==> src/rtl/mem_load_unit_if.sv <==
// Data-memory read bus between mem_load_unit (master) and the data memory (slave).
// Single read transaction: req held until ack, rdata valid with ack.
interface mem_load_unit_if;
  logic        mem_req;
  logic [31:0] mem_addr;
  logic        mem_ack;
  logic [31:0] mem_rdata;

  modport master (
    output mem_req,
    output mem_addr,
    input  mem_ack,
    input  mem_rdata
  );

  modport slave (
    input  mem_req,
    input  mem_addr,
    output mem_ack,
    output mem_rdata
  );
endinterface

==> src/rtl/mem_load_unit.sv <==
// Load-side data-memory access controller: one bus read per request, with timeout and byte/half/word lane extraction.
// Optional build macro LOAD_ALIGN_CHECK_EN rejects misaligned half/word loads without touching the bus.
module mem_load_unit #(
  parameter int TIMEOUT = 15
) (
  input  logic        clk,
  input  logic        rst_n,
  input  logic        ld_req,
  input  logic [31:0] ld_addr,
  input  logic [1:0]  ld_size,
  output logic        ld_busy,
  output logic        ld_done,
  output logic        ld_err,
  output logic [7:0]  ld_byte,
  output logic [15:0] ld_half,
  output logic [31:0] ld_word,
  mem_load_unit_if.master mem
);

  typedef enum logic [1:0] {
    IDLE = 2'd0,
    BUS  = 2'd1,
    DONE = 2'd2
  } state_t;

  // Timer value seen on the TIMEOUT-th BUS edge without an ack.
  localparam logic [7:0] TMO_LAST = 8'(TIMEOUT - 1);

  state_t      state, state_n;
  logic [31:0] addr_q;
  logic [7:0]  timer;
  logic        err_q;

  logic        capture;
  logic        set_err;
  logic        load_data;
  logic        zero_data;
  logic        misaligned;

`ifdef LOAD_ALIGN_CHECK_EN
  assign misaligned = ((ld_size == 2'b01) && ld_addr[0]) ||
                      ((ld_size == 2'b10) && (ld_addr[1:0] != 2'b00));
`else
  assign misaligned = 1'b0;
`endif

  // NOTE: state flops use non-blocking assignments so every flop samples pre-edge values.
  always_ff @(posedge clk or negedge rst_n) begin
    if (!rst_n) state <= IDLE;
    else        state <= state_n;
  end

  always_comb begin
    // NOTE: every output of this block gets a default first, so no path can infer a latch.
    state_n   = state;
    capture   = 1'b0;
    set_err   = 1'b0;
    load_data = 1'b0;
    zero_data = 1'b0;
    unique case (state)
      IDLE: begin
        if (ld_req) begin
          capture = 1'b1;
          if ((ld_size == 2'b11) || misaligned) begin
            set_err = 1'b1;
            state_n = DONE;
          end else begin
            state_n = BUS;
          end
        end
      end
      BUS: begin
        // An ack on the expiry edge still completes cleanly.
        if (mem.mem_ack) begin
          load_data = 1'b1;
          state_n   = DONE;
        end else if (timer == TMO_LAST) begin
          set_err   = 1'b1;
          zero_data = 1'b1;
          state_n   = DONE;
        end
      end
      DONE:    state_n = IDLE;
      default: state_n = IDLE;
    endcase
  end

  always_ff @(posedge clk or negedge rst_n) begin
    if (!rst_n) begin
      addr_q  <= '0;
      timer   <= '0;
      err_q   <= 1'b0;
      ld_byte <= '0;
      ld_half <= '0;
      ld_word <= '0;
    end else begin
      if (capture) begin
        addr_q <= ld_addr;
        timer  <= '0;
        err_q  <= set_err;
      end else if (set_err) begin
        err_q  <= 1'b1;
      end

      if (state == BUS) timer <= timer + 8'd1;

      if (load_data) begin
        ld_byte <= mem.mem_rdata[{addr_q[1:0], 3'b000} +: 8];
        ld_half <= addr_q[1] ? mem.mem_rdata[31:16] : mem.mem_rdata[15:0];
        ld_word <= mem.mem_rdata;
      end else if (zero_data) begin
        ld_byte <= '0;
        ld_half <= '0;
        ld_word <= '0;
      end
    end
  end

  // Decoded straight from the async-reset state register, so mem_req drops with rst_n.
  assign mem.mem_req  = (state == BUS);
  assign mem.mem_addr = {addr_q[31:2], 2'b00};
  assign ld_busy      = (state != IDLE);
  assign ld_done      = (state == DONE);
  assign ld_err       = (state == DONE) && err_q;

endmodule
==> src/flat_wrapper.sv <==
// flat-port wrapper written by rule: the top's interface ports become plain ports
module mem_load_unit_flat 
#(
  parameter int TIMEOUT = 15
)
  (clk, rst_n, ld_req, ld_addr, ld_size, ld_busy, ld_done, ld_err, ld_byte, ld_half, ld_word, mem_mem_req, mem_mem_addr, mem_mem_ack, mem_mem_rdata);
  mem_load_unit_if mem_i ();
  input  logic clk;
  input  logic rst_n;
  input  logic ld_req;
  input  logic [31:0] ld_addr;
  input  logic [1:0] ld_size;
  output logic ld_busy;
  output logic ld_done;
  output logic ld_err;
  output logic [7:0] ld_byte;
  output logic [15:0] ld_half;
  output logic [31:0] ld_word;
  output wire logic [$bits(mem_i.mem_req)-1:0] mem_mem_req;
  output wire logic [$bits(mem_i.mem_addr)-1:0] mem_mem_addr;
  input wire logic [$bits(mem_i.mem_ack)-1:0] mem_mem_ack;
  input wire logic [$bits(mem_i.mem_rdata)-1:0] mem_mem_rdata;
  assign mem_mem_req = mem_i.mem_req;
  assign mem_mem_addr = mem_i.mem_addr;
  assign mem_i.mem_ack = mem_mem_ack;
  assign mem_i.mem_rdata = mem_mem_rdata;
  mem_load_unit #(.TIMEOUT(TIMEOUT)) u_core (.clk(clk), .rst_n(rst_n), .ld_req(ld_req), .ld_addr(ld_addr), .ld_size(ld_size), .ld_busy(ld_busy), .ld_done(ld_done), .ld_err(ld_err), .ld_byte(ld_byte), .ld_half(ld_half), .ld_word(ld_word), .mem(mem_i));
endmodule
==> config.mk <==
export PLATFORM = sky130hd
export DESIGN_NAME = mem_load_unit_flat
export DESIGN_NICKNAME = d
export VERILOG_FILES = /design/src/rtl/mem_load_unit_if.sv /design/src/rtl/mem_load_unit.sv /design/src/flat_wrapper.sv
export SDC_FILE = /design/constraint.sdc
export NUM_CORES = 1
export LEC_CHECK = 0
export CAP_MARGIN = 20
export CORE_MARGIN = 2
export CORE_UTILIZATION = 50
export DETAILED_ROUTE_END_ITERATION = 10
export GPL_TIMING_DRIVEN = 0
export HOLD_SLACK_MARGIN = 0.12
export PLACE_DENSITY = 0.93
export SLEW_MARGIN = 20
export SYNTH_ARGS = -nofsm -noshare
export SYNTH_HDL_FRONTEND = slang
export SYNTH_SLANG_ARGS = --single-unit
==> constraint.sdc <==
create_clock -name clk -period 3.7 [get_ports clk]
set_input_delay 0.74 -clock clk [delete_from_list [all_inputs] [get_ports clk]]
set_output_delay 0.74 -clock clk [all_outputs]
set_load 0.01 [all_outputs]
Yosys cells after proc, flatten, opt, wreduce, memory -nomap -nowiden:

Cells that the tools add are included.

* register bits after elaboration: 99
* output and inout bits: 92

* eq/ne operators: 6
* mux-type cells: 26
* reductions and logical operators: 7
* shift-type cells: 1
* add/subtract/negate cells: 1

Operators by type and width (count)
* 32-bit 2-to-1 mux: 2
* 16-bit 2-to-1 mux: 3
* 8-bit 2-to-1 mux: 4
* 32-bit by 6-bit variable part select with 8-bit output: 1
* 1-bit 2-to-1 mux: 11
* 8-bit by 1-bit adder with 8-bit output (second input constant): 1
* 8-bit by 4-bit equality test with 1-bit output (second input constant): 1
* 2-bit 2-to-1 mux: 4
* 2-bit nonzero test: 4
* 2-bit equality test (second input constant): 2
* 2-bit case mux with 2 select lines: 1
* 3-bit by 1-bit != test with 1-bit output (second input constant): 1
* 2-bit by 1-bit equality test with 1-bit output (second input constant): 1
* 2-bit zero test: 1
* 2-bit != test (second input constant): 1
* 1-bit case mux with 2 select lines: 1
* 2-bit AND reduction: 1
* 1-bit logical AND: 1

Logic depth before layout (Yosys ltp):

* word-level depth: 6
* mapped depth: 7
* depth with buffers taken out: 5

Least setup slack after synthesis:

OpenSTA, ideal clock, no wires.

* kind: in2reg
* start: input port ld_req
* end: register u_core.timer[0]
* stages on the path: 5
* slack: 1.941 ns
* buffers on the path: 2
* arrival time: 1.625 ns
* cell sequence: or3b_2 -> clkbuf_1 -> clkbuf_1 -> nand3_1 -> o21ai_0

* longest elaborated chain between the ends: 3

Ends and longest elaborated chain
* start, declared: line flat_wrapper.sv:10 `input logic ld_req;`
* 1-bit 2-to-1 mux: line mem_load_unit.sv:62 `if (ld_req) begin`
* 1-bit 2-to-1 mux: line mem_load_unit.sv:60 `unique case (state)`
* 2-bit nonzero test (no source line)
* end signal, assigned: line mem_load_unit.sv:105 `if (state == BUS) timer <= timer + 8'd1;`
* end, declared: line mem_load_unit.sv:31 `logic [7:0] timer;`

No other way between the ends.
A chain may end at the register's enable or synchronous reset.

Worst setup path in the final report:

* start: register u_core.state[1]
* end: output port mem_mem_req

* longest elaborated chain between the ends: 1

Ends and longest elaborated chain
* start, declared: line mem_load_unit.sv:29 `state_t state, state_n;`
* start signal, assigned: line mem_load_unit.sv:50 `else state <= state_n;`
* 2-bit by 1-bit equality test with 1-bit output: line mem_load_unit.sv:120 `assign mem.mem_req = (state == BUS);`
* end, declared: line flat_wrapper.sv:19 `output wire logic [$bits(mem_i.mem_req)-1:0] mem_mem_req;`

No other way between the ends.

==> results.md <==
- Final WL: 14.2 mm
- Top-level port count: 162
- Filler cell count: 680
- Peak supply drop: 0.476 mV
- List of cells traversed by the critical path: nand2b_1 -> buf_2 -> inv_1 -> clkdlybuf4s50_1
- DRT Pass-1 Iters: 4
- Post-layout nets: 704
- Antenna viol nets, final: 0
- Share of flip-flops with an asynchronous set or reset: 1.00
- Area fraction in compound gates after synthesis: 0.185
- Post-CTS Setup Repair Bufs: 0
- Worst reg2reg startpoint: u_core.timer[0]
- Worst setup path start: u_core.state[1]
- Max-cap violations: 0
- Dominant register cell in the synthesized netlist: sky130_fd_sc_hd__dfrtp_1
- Top delay family on crit path: buffers and inverters
- GRT met3 Usage: 0.0712
- Combinational family with the most area after synthesis: compound AO/OA/AOI/OAI gates
- Number of distinct library cell variants in the gate-level netlist after synthesis: 39
- Critical path start-end classification: register to output port
- DR vias/cell: 5.52
- Root Buffer: sky130_fd_sc_hd__clkbuf_8
- Worst setup EP type: output port
- Global-route wire length before repair: 22.1 mm
- Via count: 4,231
- ANT cells: 0
- Outcome: complete, no violations
- Timing-limited maximum frequency: 0.375 GHz
- Power density cells: 774 nW/µm²
- Portion of netlist area occupied by mux cells: 0.0825
- Worst slew margin relative to its limit: 0.577
- Ratio of cells with drive above 1 in the final layout: 0.143
- Max H-tree Level: 3
- Routed length per instance: 18.5 µm
- Adder-Cell Fraction of Synth Area: 0.00516
- Die X: 103 µm
- CP required: 2.96 ns
- Core Box Area: 9330 µm²
- Maximum single-stage delay on the critical path: 0.57 ns
- Share of the clock period used by the worst path: 0.720
- Number of global-route vias before repair: 4,452
- Sum of net half-perimeters after detailed placement: 10.4 mm
- Post-layout utilization of the core: 0.738
- Reg2reg path depth: 6
- Detailed router's first-iteration violation count: 168
- Post-cts hold buffer count: 0
- Yosys top cell area share: 0.510
- Capture instance of the worst register-to-register path: u_core.ld_word[1]
- Fin. max-slew vios: 0
- Overflow after GRT: 0
- Worst setup slack for register-to-register paths: 1.78 ns
- Vertical die dimension: 103 µm
- Number of antenna violations at the first check in global routing: 0
- Overall fraction of global-route tracks in use: 0.277
- Die area: 10,500 µm²
- Leading post-synthesis cells by cell area: sky130_fd_sc_hd__dfrtp_1 51%, sky130_fd_sc_hd__nand2_1 9.4%, sky130_fd_sc_hd__a22o_1 8.7%, sky130_fd_sc_hd__a21o_1 7.4%, sky130_fd_sc_hd__buf_4 4.9%
- Worst-Skew Late Latency: 0.36 ns
- Post-synthesis share of cell area spent on and, or, nand and nor gates: 0.127
- Post-cts repair resize count: 0
- Final routed DRC violation total: 0
- LEAKAGE: 3.20 nW
- Cells after synthesis: 460
- Critical path endpoint: mem_mem_req
- Slew at the pin closest to its max-slew limit: 0.631 ns
- Post-Place Cell Area: 6640 µm²
- Count of buffers inserted at the top-level ports: 159
- CTS tree: done
- Area share of xor/xnor cells in the synthesized design: 0.00180
- Met1 GRT Util: 0.320
- Effective utilization at floorplan: 0.520
- Cell depth of the worst setup path: 4
- Clock buffer depth: 2
- Post-route clock skew: 0.0122 ns
- Clk pin slew, worst setup/hold paths: 0.09 ns
- Slowest cell on the critical path: sky130_fd_sc_hd__clkdlybuf4s50_1
- Most frequent cells after synthesis: 122 x sky130_fd_sc_hd__nand2_1, 99 x sky130_fd_sc_hd__dfrtp_1, 48 x sky130_fd_sc_hd__a21o_1, 48 x sky130_fd_sc_hd__a22o_1, 32 x sky130_fd_sc_hd__buf_4
- Cell area after layout: 6890 µm²
- Startpoint types: register
- Final RePlAce weighted congestion: 0.851
- Sink count of the clock tree: 99
- Top-count cell post-synth: sky130_fd_sc_hd__nand2_1
- Number of rows in the core area: 35
- Count of final setup violators: 0
- Clock period minus worst slack: 2.66 ns
- Peak fanout along the critical path: 10
- Setup repair after global routing missed its margin: false
- Number of storage elements in the synthesis netlist: 99
- Layout area overhead: 41.9%
- Part of the Yosys area used for sequential elements: 0.510
- EDFF count, synth: 0
- TritonCTS buffer count: 9
- Tightest Hold Check Type: input port to asynchronous set/reset pin
- Met2 Resource Use GR: 0.479
- Number of hold-slack violations in the final timing report: 0
- Syn. warnings: 0
- Synth Area per Inst: 10.6 µm²
- Busiest metal layer after global routing: met2
- Worst hold slack after final layout: 0.267 ns
- Total standard cell area after synthesis: 4850 µm²
- Arrival time reported for the critical path endpoint: 1.92 ns
- Pin count of the biggest net entering global routing: 65
- Combined buffer and inverter count along the critical path: 3
- Library cell occupying the most area in the post-synthesis netlist: sky130_fd_sc_hd__dfrtp_1
## routing by layer
layer | routed length, µm | part of all wire
met1 | 5370 | 0.38
met2 | 6840 | 0.48
met3 | 1400 | 0.098
met4 | 564 | 0.040
met5 | 0 | 0
## worst min-delay path by stage
| stage | cells after the start | start | slack (ns) | endpoint |
|---|---|---|---|---|
| finish | 1 | rst_n | 0.27 | u_core.addr_q[23] |
| global route | 1 | rst_n | 0.28 | u_core.addr_q[14] |
| CTS | 1 | rst_n | 0.26 | u_core.timer[2] |
| detailed placement | 2 | u_core.addr_q[9] | 0.46 | u_core.addr_q[9] |
| global placement | 2 | u_core.addr_q[25] | 0.46 | u_core.addr_q[25] |
| floorplan | 0 | rst_n | 0.44 | u_core.addr_q[0] |
## where the power goes
part / leakage (nW) / total (mW) / internal [mW] / switching (mW)
combinational: 1.94 / 2.59 / 1.54 / 1.05
sequential: 1.13 / 1.89 / 1.53 / 0.361
clock: 0.123 / 0.849 / 0.469 / 0.380
total: 3.20 / 5.33 / 3.54 / 1.80
## logic make-up after synthesis
kind of cell	after synthesis
and+or+nand+nor	145
AOI/OAI and AO/OA	111
DFF	99
buffers and inverters	73
muxes	28
adders and majority gates	2
other	1
xor gates and xnor gates	1
## per-stage QoR
stage               setup slack [ns]  total power [mW]  std cells  TNS [ns]
global route                   0.952              5.64        766         0
CTS                             1.03              5.36        766         0
finish                          1.04              5.33        766         0
detailed placement              1.22              4.48        750         0
global placement               -1.70              4.36        749   -167.73
floorplan                       1.94              3.18        461         0
## registers in the layout (all words and copies together), names as in the netlist
register	flops
u_core.addr_q	32
u_core.err_q	1
u_core.ld_byte	8
u_core.ld_half	16
u_core.ld_word	32
u_core.state	2
u_core.timer	8
## cell usage in the layout, fill, tap and decap left out, drive strengths merged, types with 2 or more instances in the layout
cell	netlist	final
clkdlybuf4s50	0	158
nand2	122	122
dfrtp	99	99
buf	48	50
a22o	48	48
a21o	48	48
clkbuf	15	25
mux2	16	16
inv	10	11
mux4	8	8
o311ai	8	8
nand3	7	7
mux2i	4	4
bufinv	0	3
o21ai	3	3
nor2	2	2
ha	2	2
conb	1	2
or3b	2	2
## final cells by class
type / count / area, µm² / area share
Clock inverter: 6 / 111 / 0.0162
Inverter: 10 / 37.5 / 0.00545
Multi-Input combinational cell: 289 / 1960 / 0.284
Timing Repair Buffer: 160 / 1620 / 0.235
Sequential cell: 99 / 2480 / 0.360
Clock buffer: 10 / 138 / 0.0200
Buffer: 63 / 387 / 0.0561
Tap cell: 129 / 161 / 0.0234
No activity file was read; power rests on OpenSTA's default activity.
